## config.mk

```make
export PLATFORM = sky130hd
export DESIGN_NAME = sram22_req_ctrl_flat
export DESIGN_NICKNAME = d
export VERILOG_FILES = /design/src/rtl/sram22_req_ctrl_if.sv /design/src/rtl/sram22_req_ctrl.sv /design/src/flat_wrapper.sv
export SDC_FILE = /design/constraint.sdc
export NUM_CORES = 1
export LEC_CHECK = 0
export BUFFER_PORTS_ARGS = -buffer_cell sky130_fd_sc_hd__clkbuf_2
export CAP_MARGIN = 40
export CORE_UTILIZATION = 40
export DETAILED_ROUTE_END_ITERATION = 6
export PLACE_DENSITY_LB_ADDON = 0.1
export SYNTH_ARGS = -nofsm -noshare
export SYNTH_HDL_FRONTEND = slang
export SYNTH_SLANG_ARGS = --single-unit
```

## constraint.sdc

```tcl
create_clock -name clk -period 5.06 [get_ports clk]
set_clock_uncertainty 0.2 [all_clocks]
set_input_delay 1.012 -clock clk [delete_from_list [all_inputs] [get_ports clk]]
set_output_delay 1.012 -clock clk [all_outputs]
set_load 0.01 [all_outputs]
```

## src/rtl/sram22_req_ctrl_if.sv

```systemverilog
// Request/response bundle between a client and the SRAM22 front-end.
// master = client side, slave = controller side.
interface sram22_req_ctrl_if #(
    parameter int DATA_WIDTH  = 32,
    parameter int ADDR_WIDTH  = 10,
    parameter int WMASK_WIDTH = 4
);
    logic                   req_valid;
    logic                   req_ready;
    logic                   req_we;
    logic [WMASK_WIDTH-1:0] req_wmask;
    logic [ADDR_WIDTH-1:0]  req_addr;
    logic [DATA_WIDTH-1:0]  req_wdata;
    logic                   rsp_valid;
    logic                   rsp_ready;
    logic [DATA_WIDTH-1:0]  rsp_rdata;

    modport master (
        output req_valid, req_we, req_wmask, req_addr, req_wdata,
        output rsp_ready,
        input  req_ready, rsp_valid, rsp_rdata
    );

    modport slave (
        input  req_valid, req_we, req_wmask, req_addr, req_wdata,
        input  rsp_ready,
        output req_ready, rsp_valid, rsp_rdata
    );
endinterface

```

## src/rtl/sram22_req_ctrl.sv

```systemverilog
// SRAM22 request front-end: valid/ready requests to single-cycle macro
// accesses, read data buffered in a credit-protected response FIFO.
module sram22_req_ctrl #(
    parameter int DATA_WIDTH  = 32,
    parameter int ADDR_WIDTH  = 10,
    parameter int WMASK_WIDTH = 4,
    parameter int RSP_DEPTH   = 3
) (
    input  logic                   clk,
    input  logic                   rst,
    sram22_req_ctrl_if.slave       bus,
    output logic                   sram_we,
    output logic [WMASK_WIDTH-1:0] sram_wmask,
    output logic [ADDR_WIDTH-1:0]  sram_addr,
    output logic [DATA_WIDTH-1:0]  sram_din,
    input  logic [DATA_WIDTH-1:0]  sram_dout
);
    localparam int PW = $clog2(RSP_DEPTH);
    localparam int CW = $clog2(RSP_DEPTH + 1);
    localparam logic [PW-1:0] LAST = PW'(RSP_DEPTH - 1);

    logic [PW-1:0]         wr_ptr;
    logic [PW-1:0]         rd_ptr;
    logic [CW-1:0]         count;
    logic                  inflight;
    logic [CW:0]           used;
    logic                  req_fire;
    logic                  write_fire;
    logic                  read_fire;
    logic                  push;
    logic                  pop;
    logic                  valid;
    logic [DATA_WIDTH-1:0] mem [RSP_DEPTH];

    function automatic logic [PW-1:0] bump(input logic [PW-1:0] p);
        return (p == LAST) ? '0 : p + 1'b1;
    endfunction

    // Every accepted read owns a FIFO slot from acceptance until pop,
    // so the in-flight read counts against the credit limit.
    assign used       = {1'b0, count} + (CW + 1)'(inflight);
    assign bus.req_ready = !rst && (used < (CW + 1)'(RSP_DEPTH));
    assign req_fire   = bus.req_valid && bus.req_ready;
    assign write_fire = req_fire && bus.req_we;
    assign read_fire  = req_fire && !bus.req_we;

    assign sram_we    = write_fire;
    assign sram_wmask = write_fire ? bus.req_wmask : '0;
    assign sram_addr  = bus.req_addr;
    assign sram_din   = bus.req_wdata;

    // Macro dout is valid the cycle after the read edge: push then.
    assign push  = inflight;
    assign valid = !rst && (count != '0);
    assign pop   = valid && bus.rsp_ready;

    assign bus.rsp_valid = valid;
    assign bus.rsp_rdata = mem[rd_ptr];

    // Pointers, occupancy and in-flight flag.
    always_ff @(posedge clk) begin
        if (rst) begin
            wr_ptr   <= '0;
            rd_ptr   <= '0;
            count    <= '0;
            inflight <= 1'b0;
        end else begin
            inflight <= read_fire;
            if (push) wr_ptr <= bump(wr_ptr);
            if (pop)  rd_ptr <= bump(rd_ptr);
            unique case ({push, pop})
                2'b10:   count <= count + 1'b1;
                2'b01:   count <= count - 1'b1;
                default: count <= count;
            endcase
        end
    end

    // Capture read data into the FIFO storage.
    always_ff @(posedge clk) begin
        if (!rst && push) mem[wr_ptr] <= sram_dout;
    end

    a_no_overflow: assert property (
        @(posedge clk) disable iff (rst)
        !(push && !pop && count == CW'(RSP_DEPTH))
    );
endmodule
```

## src/flat_wrapper.sv

```systemverilog
// flat-port wrapper written by rule: the top's interface ports become plain ports
module sram22_req_ctrl_flat 
#(
    parameter int DATA_WIDTH  = 32,
    parameter int ADDR_WIDTH  = 10,
    parameter int WMASK_WIDTH = 4,
    parameter int RSP_DEPTH   = 3
)
  (clk, rst, sram_we, sram_wmask, sram_addr, sram_din, sram_dout, bus_req_valid, bus_req_we, bus_req_wmask, bus_req_addr, bus_req_wdata, bus_rsp_ready, bus_req_ready, bus_rsp_valid, bus_rsp_rdata);
  sram22_req_ctrl_if #(.DATA_WIDTH(DATA_WIDTH), .ADDR_WIDTH(ADDR_WIDTH), .WMASK_WIDTH(WMASK_WIDTH)) bus_i ();
  input  logic clk;
  input  logic rst;
  output logic sram_we;
  output logic [WMASK_WIDTH-1:0] sram_wmask;
  output logic [ADDR_WIDTH-1:0] sram_addr;
  output logic [DATA_WIDTH-1:0] sram_din;
  input  logic [DATA_WIDTH-1:0] sram_dout;
  input wire logic [$bits(bus_i.req_valid)-1:0] bus_req_valid;
  input wire logic [$bits(bus_i.req_we)-1:0] bus_req_we;
  input wire logic [$bits(bus_i.req_wmask)-1:0] bus_req_wmask;
  input wire logic [$bits(bus_i.req_addr)-1:0] bus_req_addr;
  input wire logic [$bits(bus_i.req_wdata)-1:0] bus_req_wdata;
  input wire logic [$bits(bus_i.rsp_ready)-1:0] bus_rsp_ready;
  output wire logic [$bits(bus_i.req_ready)-1:0] bus_req_ready;
  output wire logic [$bits(bus_i.rsp_valid)-1:0] bus_rsp_valid;
  output wire logic [$bits(bus_i.rsp_rdata)-1:0] bus_rsp_rdata;
  assign bus_i.req_valid = bus_req_valid;
  assign bus_i.req_we = bus_req_we;
  assign bus_i.req_wmask = bus_req_wmask;
  assign bus_i.req_addr = bus_req_addr;
  assign bus_i.req_wdata = bus_req_wdata;
  assign bus_i.rsp_ready = bus_rsp_ready;
  assign bus_req_ready = bus_i.req_ready;
  assign bus_rsp_valid = bus_i.rsp_valid;
  assign bus_rsp_rdata = bus_i.rsp_rdata;
  sram22_req_ctrl #(.DATA_WIDTH(DATA_WIDTH), .ADDR_WIDTH(ADDR_WIDTH), .WMASK_WIDTH(WMASK_WIDTH), .RSP_DEPTH(RSP_DEPTH)) u_core (.clk(clk), .rst(rst), .bus(bus_i), .sram_we(sram_we), .sram_wmask(sram_wmask), .sram_addr(sram_addr), .sram_din(sram_din), .sram_dout(sram_dout));
endmodule
```

==> impl_metrics.env <==
export IMPL_timing_slew_headroom_pct=58.0
export IMPL_yosysWarnings=0
export IMPL_core_area_um2=10400
export IMPL_finalCritPeriodShare_pct=63.3
export IMPL_gr_total_overflow=0
export IMPL_cts_tree="yes"
export IMPL_slew_violations=0
export IMPL_p_per_area_nw_per_um2=331
export IMPL_crit_arrival_ns=1.99
export IMPL_synth_enable_flop_cells=96
export IMPL_hold_viol=0
export IMPL_fin_nets=421
export IMPL_async_flop_share_pct=0
export IMPL_first_pass_iters=5
export IMPL_synth_top_area_cell="edfxtp_1"
export IMPL_antenna_found_initial=0
export IMPL_vias=2281
export IMPL_synth_area_per_cell_um2=14.7
export IMPL_gp_congestion=0.704
export IMPL_die_x_um=106
export IMPL_num_io_pins=164
export IMPL_cts_setup_buffers=0
export IMPL_grt_max_degree=34
export IMPL_synth_most_common_cell="edfxtp_1"
export IMPL_crit_path_start_kind="register"
export IMPL_drt_iter0_drc=52
export IMPL_rsz0062_at_grt="false"
export IMPL_fin_tns_setup_ns=0
export IMPL_cts_buffers=9
export IMPL_drc=0
export IMPL_rows=37
export IMPL_seq_area_um2=3070
export IMPL_ys_top_cells_by_area="edfxtp_1 (67%), buf_4 (7.9%), mux2i_1 (7.5%)"
export IMPL_ctsHtreeMaxLevel=3
export IMPL_post_dp_cell_area_um2=4610
export IMPL_tightestPinTransition_ns=0.631
export IMPL_drv_cap=0
export IMPL_hp_class="register to register"
export IMPL_cp_end_kind="primary output"
export IMPL_p_total_uw=1590
export IMPL_avgRoutedWirePerCell_um=14.9
export IMPL_hpwl_mm=4.46
export IMPL_io_buffers=79
export IMPL_ctsHoldBuffers=0
export IMPL_netlist_area_um2=4290
export IMPL_finalWirelength_mm=7.11
export IMPL_drive_above_1_share_pct=32.6
export IMPL_synth_commonest_cells="edfxtp_1 (96), buf_4 (45), nand2_1 (34)"
export IMPL_synth_top_area_share_pct=67.2
export IMPL_grt_pass1_vias=2143
export IMPL_clkLatencyLatePin_ns=0.35
export IMPL_grt_pass1_wl_mm=11.0
export IMPL_clk_pin_slew_ns=0.09
export IMPL_layout_min_cycle_time_ns=3.20
export IMPL_synthCells=292
export IMPL_clock_path_buffers=2
export IMPL_die_y_um=106
export IMPL_nFillCells=958
export IMPL_synth_nets=378
export IMPL_multi_input_area_um2=863
export IMPL_hold_ws_ns=0.304
export IMPL_synthToLayoutAreaGrowth_pct=12.3
export IMPL_postLayoutCellArea_um2=4810
export IMPL_n_antenna_cell=0
export IMPL_final_antenna_net_count=0
export IMPL_ctsResizeCount=0
export IMPL_cts_root_buffer="clkbuf_8"
export IMPL_ir_worst_vdd_mv=0.123
export IMPL_run_status="finished, final reports clean"
export IMPL_synth_distinct_cells=26
export IMPL_crit_required_ns=3.85
export IMPL_cts_sink_count=105
export IMPL_synth_seq_cells=105
export IMPL_avgViaCountPerCell=4.79
export IMPL_initial_utilization_pct=41.3
export IMPL_grtUsageTotal_pct=13.4
export IMPL_fmax_mhz=312
export IMPL_synth_seq_area_share_pct=71.4
export IMPL_ys_flop_type="edfxtp_1"
export IMPL_die_area_um2=11100
export IMPL_crit_path_max_fanout=6
export IMPL_critical_path_class="register to primary output"
export IMPL_final_setup_viol_count=0
export IMPL_p_leak_uw=0.00165
==> layout make-up <==
type / instances / area share (%)
timing repair buffer: 86 / 10.6
sequential: 105 / 63.7
multi-input combinational: 132 / 17.9
clock inverter: 7 / 1.64
clock buffer: 9 / 2.57
inverter: 1 / 0.0780
tap: 136 / 3.54
==> cells in the final DEF (no fill, tap or decap), types with 4 or more instances in the layout <==
cell type / synthesis / final
clkbuf_2: 0 / 79
edfxtp_1: 96 / 96
o21ai_0: 33 / 33
dfxtp_1: 9 / 7
mux2i_1: 32 / 32
and2_1: 5 / 5
nor2_1: 6 / 5
clkbuf_8: 0 / 9
nand2_1: 34 / 34
buf_4: 45 / 4
==> cell families after synthesis <==
group,after synthesis,synth area share [%]
buf+inv,55,8.84
compound gates,39,4.90
xor+xnor,2,0.409
mux,33,7.73
fa+ha+maj,3,0.875
flops,105,71.4
simple gates,55,5.81
==> worst paths after layout <==
kind / startpoint / end / slack [ns] / cells after the start
worst max-delay path: u_core.inflight$_SDFF_PP0_ / sram_wmask[0] / 1.86 / 6
worst min-delay path: u_core.wr_ptr[1]$_SDFFE_PP0P_ / u_core.wr_ptr[1]$_SDFFE_PP0P_ / 0.30 / 2
worst max register to register: u_core.count[0]$_SDFFE_PP0P_ / u_core.count[1]$_SDFFE_PP0P_ / 3.21 / 5
worst min register to register: u_core.wr_ptr[1]$_SDFFE_PP0P_ / u_core.wr_ptr[1]$_SDFFE_PP0P_ / 0.30 / 2
==> per-stage QoR <==
| step | instances | utilization, % | setup slack (ns) |
|---|---|---|---|
| after floorplan | 292 | - | 0.975 |
| final | 476 | 46.4 | 1.86 |
| after detailed placement | 460 | 44.5 | 1.86 |
| after global placement | 457 | 43.7 | 1.91 |
| after global routing | 476 | 46.4 | 1.69 |
| after CTS | 476 | 46.4 | 1.82 |
==> layer usage <==
layer	global-route usage, %	part of all wire [%]
met5	0	0
met4	5.46	1.5
met3	3.90	4.7
met2	21.3	48
met1	17.1	46
==> flip-flops by register name, indices dropped and copies added, names as in the netlist, named ones only <==
| name | cells |
|---|---|
| u_core.inflight | 1 |
| u_core.wr_ptr | 2 |
| u_core.mem | 96 |
| u_core.rd_ptr | 2 |
| u_core.count | 2 |
==> where the power goes <==
part	internal [uW]	switching, uW
Combinational	51.4	53.9
Sequential	955	12.2
Clock	234	284
Total	1240	351
==> worst max-delay path: stages, from the launching register on <==
cell and delay, ns:
dfxtp_1 0.37, ha_1 0.21, ha_1 0.28, a211oi_2 0.27, and3_1 0.25, and2_1 0.14, clkbuf_2 0.13
Power figures use the tool's default switching activity.
